===== src/rtl/fetch_unit_pkg.sv =====
// Shared types and constants for the byte-serial instruction fetch stage.
package fetch_unit_pkg;
    localparam int WORD_WIDTH = 32;
    localparam int INST_WIDTH = 32;
    localparam int DATA_WIDTH = 8;
    localparam int INST_BYTES = 4;
    localparam int CNT_W      = 3;

    // ADDI x0,x0,0
    localparam logic [INST_WIDTH-1:0] NOP_INST = 32'h0000_0013;

    typedef enum logic [1:0] {
        FETCH,
        ISSUE,
        FAULT
    } fetch_state_t;

    typedef logic [CNT_W-1:0] byte_cnt_t;

    localparam byte_cnt_t FULL_COUNT = byte_cnt_t'(INST_BYTES);
endpackage


===== src/rtl/fetch_unit_inst_byte_buffer.sv =====
// Little-endian 4-byte instruction assembler: appends one byte per write,
// or takes a partially/fully assembled word from another buffer in one load.
module inst_byte_buffer
    import fetch_unit_pkg::*;
(
    input  logic                  i_clk,
    input  logic                  i_rst_n,
    input  logic                  i_clear,
    input  logic                  i_we,
    input  logic [DATA_WIDTH-1:0] i_byte,
    input  logic                  i_load,
    input  logic [INST_WIDTH-1:0] i_load_word,
    input  byte_cnt_t             i_load_count,
    output byte_cnt_t             o_count,
    output logic                  o_full,
    output logic [INST_WIDTH-1:0] o_word
);
    logic [INST_WIDTH-1:0] word_q, word_d;
    byte_cnt_t             count_q, count_d;

    assign o_full  = (count_q == FULL_COUNT);
    assign o_count = count_q;
    assign o_word  = word_q;

    // Clear wins over load, load wins over a byte write.
    always_comb begin
        word_d  = word_q;
        count_d = count_q;
        if (i_clear) begin
            word_d  = '0;
            count_d = '0;
        end else if (i_load) begin
            word_d  = i_load_word;
            count_d = i_load_count;
        end else if (i_we && !o_full) begin
            for (int i = 0; i < INST_BYTES; i++) begin
                if (count_q == byte_cnt_t'(i)) begin
                    word_d[8*i +: 8] = i_byte;
                end
            end
            count_d = count_q + byte_cnt_t'(1);
        end
    end

    always_ff @(posedge i_clk) begin
        if (!i_rst_n) begin
            word_q  <= '0;
            count_q <= '0;
        end else begin
            word_q  <= word_d;
            count_q <= count_d;
        end
    end
endmodule


===== src/rtl/fetch_unit.sv =====
// Instruction fetch stage: reads each instruction a byte per cycle, prefetches
// the next sequential one while the current executes, and handles redirects.
module fetch_unit
    import fetch_unit_pkg::*;
#(
    parameter logic [WORD_WIDTH-1:0] RESET_PC = 32'h0000_0000
) (
    input  logic                  i_clk,
    input  logic                  i_rst_n,
    output logic [WORD_WIDTH-1:0] o_imem_addr,
    input  logic [DATA_WIDTH-1:0] i_imem_data,
    output logic [INST_WIDTH-1:0] o_inst,
    output logic [WORD_WIDTH-1:0] o_pc,
    output logic                  o_inst_valid,
    input  logic                  i_exec_done,
    input  logic                  i_pc_change,
    input  logic [WORD_WIDTH-1:0] i_new_pc,
    output logic                  o_fault
);
    fetch_state_t          state_q, state_d;
    logic [WORD_WIDTH-1:0] pc_q, pc_d;
    logic [WORD_WIDTH-1:0] addr_q, addr_d;

    logic                  pri_we, pri_clear, pri_load, pri_full;
    byte_cnt_t             pri_count;
    logic [INST_WIDTH-1:0] pri_word;
    logic                  pf_we, pf_clear, pf_full;
    byte_cnt_t             pf_count;
    logic [INST_WIDTH-1:0] pf_word;

    logic [INST_WIDTH-1:0] merged_word;
    byte_cnt_t             merged_count;

    inst_byte_buffer u_primary (
        .i_clk        (i_clk),
        .i_rst_n      (i_rst_n),
        .i_clear      (pri_clear),
        .i_we         (pri_we),
        .i_byte       (i_imem_data),
        .i_load       (pri_load),
        .i_load_word  (merged_word),
        .i_load_count (merged_count),
        .o_count      (pri_count),
        .o_full       (pri_full),
        .o_word       (pri_word)
    );

    inst_byte_buffer u_prefetch (
        .i_clk        (i_clk),
        .i_rst_n      (i_rst_n),
        .i_clear      (pf_clear),
        .i_we         (pf_we),
        .i_byte       (i_imem_data),
        .i_load       (1'b0),
        .i_load_word  ('0),
        .i_load_count ('0),
        .o_count      (pf_count),
        .o_full       (pf_full),
        .o_word       (pf_word)
    );

    assign o_imem_addr  = addr_q;
    assign o_pc         = pc_q;
    assign o_inst_valid = (state_q == ISSUE) && pri_full;
    assign o_inst       = o_inst_valid ? pri_word : NOP_INST;
    assign o_fault      = (state_q == FAULT);

    always_comb begin
        state_d   = state_q;
        pc_d      = pc_q;
        addr_d    = addr_q;
        pri_we    = 1'b0;
        pri_clear = 1'b0;
        pri_load  = 1'b0;
        pf_we     = 1'b0;
        pf_clear  = 1'b0;

        // Prefetch contents including the byte arriving this cycle, so a
        // sequential hand-off never has to re-read it.
        merged_word  = pf_word;
        merged_count = pf_count;
        if (!pf_full) begin
            merged_word[{pf_count[1:0], 3'b000} +: 8] = i_imem_data;
            merged_count = pf_count + byte_cnt_t'(1);
        end

        case (state_q)
            FETCH: begin
                pri_we = 1'b1;
                if (pri_count == FULL_COUNT - byte_cnt_t'(1)) begin
                    state_d = ISSUE;
                    addr_d  = pc_q + 32'd4;
                end else begin
                    addr_d = pc_q + 32'(pri_count) + 32'd1;
                end
            end
            ISSUE: begin
                pf_we = !pf_full;
                if (merged_count != FULL_COUNT) begin
                    addr_d = pc_q + 32'd4 + 32'(merged_count);
                end
                if (i_exec_done) begin
                    pf_we = 1'b0;
                    if (i_pc_change) begin
                        if (i_new_pc[1:0] != 2'b00) begin
                            state_d = FAULT;
                            addr_d  = addr_q;
                        end else begin
                            state_d   = FETCH;
                            pc_d      = i_new_pc;
                            addr_d    = i_new_pc;
                            pri_clear = 1'b1;
                            pf_clear  = 1'b1;
                        end
                    end else begin
                        pc_d     = pc_q + 32'd4;
                        pri_load = 1'b1;
                        pf_clear = 1'b1;
                        if (merged_count == FULL_COUNT) begin
                            state_d = ISSUE;
                            addr_d  = pc_q + 32'd8;
                        end else begin
                            state_d = FETCH;
                            addr_d  = pc_q + 32'd4 + 32'(merged_count);
                        end
                    end
                end
            end
            default: ;
        endcase
    end

    always_ff @(posedge i_clk) begin
        if (!i_rst_n) begin
            state_q <= FETCH;
            pc_q    <= RESET_PC;
            addr_q  <= RESET_PC;
        end else begin
            state_q <= state_d;
            pc_q    <= pc_d;
            addr_q  <= addr_d;
        end
    end
endmodule


===== config.mk =====
export PLATFORM = sky130hd
export DESIGN_NAME = fetch_unit
export DESIGN_NICKNAME = d
export VERILOG_FILES = /design/src/rtl/fetch_unit_pkg.sv /design/src/rtl/fetch_unit_inst_byte_buffer.sv /design/src/rtl/fetch_unit.sv
export SDC_FILE = /design/constraint.sdc
export NUM_CORES = 1
export LEC_CHECK = 0
export BUFFER_PORTS_ARGS = -buffer_cell sky130_fd_sc_hd__buf_2
export CAP_MARGIN = 10
export CORE_ASPECT_RATIO = 2
export CORE_UTILIZATION = 58
export CTS_BUF_LIST = sky130_fd_sc_hd__clkbuf_16
export CTS_CLUSTER_DIAMETER = 150
export CTS_CLUSTER_SIZE = 30
export DETAILED_ROUTE_END_ITERATION = 8
export PLACE_DENSITY_LB_ADDON = 0.1
export SKIP_CTS_REPAIR_TIMING = 1
export SLEW_MARGIN = 10
export SYNTH_ARGS = -nofsm -noshare
export SYNTH_HDL_FRONTEND = slang
export SYNTH_SLANG_ARGS = --single-unit

===== constraint.sdc =====
create_clock -name i_clk -period 4.4 [get_ports i_clk]
set_input_delay 0.44 -clock i_clk [delete_from_list [all_inputs] [get_ports i_clk]]
set_output_delay 0.44 -clock i_clk [all_outputs]
set_load 0.01 [all_outputs]

==> results of run 1 <==
-- stage by stage --
| step | area, µm² | hold WS [ns] | instances | util (%) | setup slack (ns) |
|---|---|---|---|---|---|
| after detailed placement | 10500 | 0.446 | 1535 | 64.5 | 0.199 |
| after floorplan | 9670 | 0.436 | 1255 | - | 0.344 |
| after CTS | 11100 | 0.322 | 1567 | 68.2 | 0.176 |
| after global placement | 10500 | 0.442 | 1535 | 64.5 | 0.292 |
-- metal layers --
metal | track usage (%) | GRT overflow
met4 | 56.3 | 0
met3 | 21.7 | 0
met1 | 50.8 | 0
met5 | 0 | 0
met2 | 87.5 | 1
-- kinds of logic after synthesis --
logic type,after synthesis,share of synthesized area (%)
adders and majority gates,21,2.87
DFF,136,28.2
AOI/OAI and AO/OA,362,25.3
muxes,46,4.77
buffers and inverters,127,5.63
xor gates and xnor gates,86,7.79
and+or+nand+nor,477,25.4
-- cells in the mapped netlist, drive strengths merged, types with 22 or more instances --
cell type and n:
a211oi 34, a21oi 85, a221oi 34, and2 40, buf 26, clkbuf 83
dfxtp 136, mux2i 45, nand2 146, nand3 46, nand4 22, nor2 100
nor3 39, o21ai 74, xnor2 56, xor2 30
==> summary.md, run 1 <==
* 2 — worst-case clock buffer depth
* 0 — count of flip-flops with a built-in enable after synthesis
* 28.2% — area share of the largest cell type after synthesis
* 1255 — Post-Synthesis Cells
* 93.3 µm — die width
* 1 — residual overflow from global routing
* sky130_fd_sc_hd__dfxtp_1 — most used flip-flop cell after synthesis
* 142 — number of primary I/O pins
* global routing — stage where the run ended
* sky130_fd_sc_hd__dfxtp_1 (28%), sky130_fd_sc_hd__nand2_1 (5.6%), sky130_fd_sc_hd__xnor2_1 (5.1%), sky130_fd_sc_hd__mux2i_1 (4.7%), sky130_fd_sc_hd__a21oi_1 (4.3%) — biggest area contributors in the synthesized netlist
* sky130_fd_sc_hd__dfxtp_1 — library cell with the largest summed area after synthesis
* 66 — Std-Cell Rows
* 70300 µm — wire length of the first global-routing pass
* 185 µm — chip height
* 54 — pin count of the biggest net entering global routing
* 0 — number of warning messages in the yosys log
* 136 — clock sink total
* 11500 — vias in the first global route
* stopped before the end — run status
* 82 — number of distinct library cells after synthesis
* 17 — cts bufs inserted
* sky130_fd_sc_hd__clkbuf_16 — buffer type at the clock tree root
* 0.00967 mm² — area of the mapped netlist
* 7.70 µm² — Post-Synthesis Mean Instance Area
* [ERROR GRT-0116] Global routing finished with congestion. Check the congestion regions in the DRC Viewer. — error text reported by the tool
* 141 — total of buffers placed on input and output ports
* 31400 µm — HPWL reported at the end of detailed placement
* 4 — level count of the clock H-tree
* 54.8% — Total GRT Usage
* 0% — Async S/R FF share, synth
* 136 — flip-flop and latch count after synthesis
* 28.2% — portion of the post-synthesis area used by sequential elements
* 59.4% — initial cell density of the core
* 1320 — synthesized net count
* 1.03 — GPL Wtd Cong
==> run 2: changes to the inputs <==
- CORE_ASPECT_RATIO: 2 -> unset
- CORE_UTILIZATION: 58 -> 40
- CTS_BUF_LIST: sky130_fd_sc_hd__clkbuf_16 -> unset
- CTS_CLUSTER_DIAMETER: 150 -> unset
- CTS_CLUSTER_SIZE: 30 -> unset
- PLACE_DENSITY_LB_ADDON: 0.1 -> 0.15
==> run 2 against run 1 <==
Net effect:
- the flow now finishes without violations
- synthesized cell count did not move
- synthesized area did not move
==> summary.md, run 2 <==
* finished, final reports clean — run status, was stopped before the end
* 30.0% — Total GRT Usage
* 17.4% — fraction of final layout cells sized beyond drive strength 1
* 0.0248 mm² — area of the die
* 1320 — synthesized net count, unchanged
* sky130_fd_sc_hd__dfxtp_1 (28%), sky130_fd_sc_hd__nand2_1 (5.6%), sky130_fd_sc_hd__xnor2_1 (5.1%), sky130_fd_sc_hd__mux2i_1 (4.7%), sky130_fd_sc_hd__a21oi_1 (4.3%) — biggest area contributors in the synthesized netlist, unchanged
* 136 — clock sink total, unchanged
* 0 — Inserted Diodes
* 0 — total of endpoints with negative setup slack in the final report
* i_new_pc[3] — startpoint of the tightest hold check path
* 141 — total of buffers placed on input and output ports, unchanged
* 26.8% — Gate power share
* 13 — depth of the worst register-to-register path
* 6 — number of detailed-route iterations in the first pass
* 0 — number of warning messages in the yosys log, unchanged
* 0.35 ns — setup slack, reg-to-reg
* 37300 µm — overall routed net length
* 22.3 µm — per-cell routed wire length
* 1408 — Final Net Count
* 1231 — initial detailed-routing violation count
* 3.98 mW — Power, Total
* 36.8% — sequential share of power
* 0 — Antenna Nets Post-Route
* 4 — level count of the clock H-tree, unchanged
* 0.0236 mm² — placeable core area
* 4.70 ns — worst path required time
* 56 — Std-Cell Rows, was 66
* sky130_fd_sc_hd__nand2_1 (145), sky130_fd_sc_hd__dfxtp_1 (136), sky130_fd_sc_hd__nor2_1 (100) — leading cell types by count after synthesis, unchanged
* 0 — number of hold violations in the final report
* 4.35 ns — Worst EP arrival
* 1.23 ns — worst slew pin tran
* 0.0148 ns — Post-Route Skew
* 4.38 nW — Lkg Pwr
* 136 — flip-flop and latch count after synthesis, unchanged
* 0.44 ns — worst-skew pair later-pin latency
* 36.4% — clock network fraction of total power
* flip-flop — endpoint kind of the worst setup timing path
* 0 — number of max-cap violations
* 157 µm — chip height, was 185 µm
* 92.0% — fraction of the cycle the final worst path needs
* in -> reg — classification of the worst-slack hold path
* 2 — worst-case clock buffer depth, unchanged
* 3 — hold depth
* 0.247 GHz — timing-limited maximum frequency
* 142 — number of primary I/O pins, unchanged
* sky130_fd_sc_hd__nand2_1 — most instantiated library cell after synthesis, unchanged
* 82 — number of distinct library cells after synthesis, unchanged
* 7.70 µm² — Post-Synthesis Mean Instance Area, unchanged
* 0 ns — final total negative setup slack
* 0 — number of antenna violations at the first check in global routing
* 28.2% — area share of the largest cell type after synthesis, unchanged
* 17.8% — max-slew headroom at the worst pin
* 49 — pin count of the biggest net entering global routing
* sky130_fd_sc_hd__dfxtp_1 — most used flip-flop cell after synthesis, unchanged
* sky130_fd_sc_hd__nand2_1 — most common cell after layout, fill and taps aside
* 2.54 mW — cell-internal power
* reg -> reg — type of the worst setup path
* 9574 — vias in the first global route
* 2427 — filler cell count
* 55900 µm — wire length of the first global-routing pass
* 9 — worst-path fanout max
* sky130_fd_sc_hd__nand2_1 (145), sky130_fd_sc_hd__buf_2 (141), sky130_fd_sc_hd__dfxtp_1 (136) — most frequent cells in the layout
* 0% — Async S/R FF share, synth, unchanged
* 28.2% — portion of the post-synthesis area used by sequential elements, unchanged
* 0.974 — GPL Wtd Cong, was 1.03
* yes — TritonCTS clock tree
* 40.9% — initial cell density of the core, was 59.4%
* 157 µm — die width, was 93.3 µm
* 15.5% — growth of design area from synthesis to finish
* o_imem_addr[21] — capture point of the worst reg-to-reg path
* 0 — final max-slew violation count
* 6.19 — post-detailed-route via-to-cell ratio
* sky130_fd_sc_hd__dfxtp_1 — library cell with the largest summed area after synthesis, unchanged
* 357 mW/mm² — power density over cell area
* o_pc[3] — hold endpoint
* 0.07 ns — clock transition at the register clock pins on the worst setup and hold paths after CTS
* flip-flop — Setup crit start kind
* 0.00967 mm² — area of the mapped netlist, unchanged
* 1255 — Post-Synthesis Cells, unchanged
* 1.44 mW — switching power summed over all nets
* false — unrepaired setup endpoints after global routing
* 36.1% — net switching share of the total power
* 17 — cts bufs inserted, unchanged
* u_prefetch.o_count[0] — critical register-to-register path startpoint
* 26600 µm — HPWL reported at the end of detailed placement, was 31400 µm
* 0 — residual overflow from global routing
* sky130_fd_sc_hd__clkbuf_16 — buffer type at the clock tree root, unchanged
* 0.224 mV — maximum vdd drop
* 4.05 ns — minimum clock period after layout
* 10400 — via count of the routed design
* 0 — count of flip-flops with a built-in enable after synthesis, unchanged
* 0 — DRC violations left
==> run 2: cell counts after synthesis <==
No cell type changed its count.
==> run 2: final cells by class <==
cell class | instances | area [µm²] | share of cell area [%]
timing repair buffer | 178 | 983 | 8.81
clock buffer | 18 | 439 | 3.93
inverter | 18 | 67.6 | 0.605
sequential | 136 | 2720 | 24.4
clock inverter | 14 | 133 | 1.19
tap | 319 | 399 | 3.58
multi-input combinational | 992 | 6420 | 57.5
==> run 2: kinds of logic after synthesis <==
group / after synthesis / synth area share, %
muxes: 46 / 4.77
AOI/OAI and AO/OA: 362 / 25.3
adders and majority gates: 21 / 2.87
and+or+nand+nor: 477 / 25.4
xor gates and xnor gates: 86 / 7.79
buffers and inverters: 127 / 5.63
DFF: 136 / 28.2
==> run 2: worst max-delay path by stage <==
| stage | slack (ns) | start | end | cells past startpoint |
|---|---|---|---|---|
| final | 0.35 | u_prefetch.o_count[0] | o_imem_addr[21] | 13 |
| after global routing | 0.08 | u_prefetch.o_count[0] | o_imem_addr[21] | 13 |
| after CTS | 0.34 | u_prefetch.o_count[0] | o_imem_addr[21] | 13 |
| after detailed placement | 0.35 | u_prefetch.o_count[0] | o_imem_addr[21] | 13 |
| after global placement | 0.46 | u_prefetch.o_count[0] | o_imem_addr[21] | 13 |
| after floorplan | 0.34 | u_prefetch.o_count[0] | o_imem_addr[21] | 16 |
==> run 2: stage by stage <==
stage	hold WS, ns	cells	area (µm²)	setup slack (ns)	util, %
2_1_floorplan	0.436	1255	9670	0.344	-
4_1_cts	0.296	1675	11200	0.344	47.3
5_1_grt	0.319	1675	11200	0.0788	47.3
6_report	0.306	1675	11200	0.353	47.3
3_3_place_gp	0.442	1643	10600	0.463	44.9
3_5_place_dp	0.448	1643	10600	0.354	44.9
==> run 2: layer usage <==
layer | routed length, µm | GRT usage (%) | vias up
li1 | - | - | 4814
met2 | 16300 | 45.7 | 489
met5 | 0 | 0 | -
met3 | 3030 | 6.94 | 92
met1 | 16700 | 40.6 | 4979
met4 | 1320 | 12.1 | 0
==> run 2: worst max-delay path: stages, from the launching register on <==
cell and delay, ns:
sky130_fd_sc_hd__dfxtp_1 0.33, sky130_fd_sc_hd__clkinv_1 0.19, sky130_fd_sc_hd__ha_1 0.28, sky130_fd_sc_hd__nand2_1 0.27
sky130_fd_sc_hd__mux2i_1 0.41, sky130_fd_sc_hd__inv_1 0.08, sky130_fd_sc_hd__ha_1 0.28, sky130_fd_sc_hd__a21o_1 0.11
sky130_fd_sc_hd__a21oi_1 0.13, sky130_fd_sc_hd__nand4b_1 0.37, sky130_fd_sc_hd__or4_1 0.75, sky130_fd_sc_hd__or4_1 0.55
sky130_fd_sc_hd__nand3_1 0.10, sky130_fd_sc_hd__a21oi_1 0.06
==> run 2: power by group through the flow <==
stage	logic (mW)	clock network [mW]	registers, mW
after global routing	1.17	1.52	1.48
after CTS	1.06	1.47	1.46
final	1.07	1.45	1.46
after detailed placement	1.05	0	1.49
after floorplan	0.716	0	1.47
after global placement	1.04	0	1.49
Note: power is estimated with default switching activity, not from simulation.
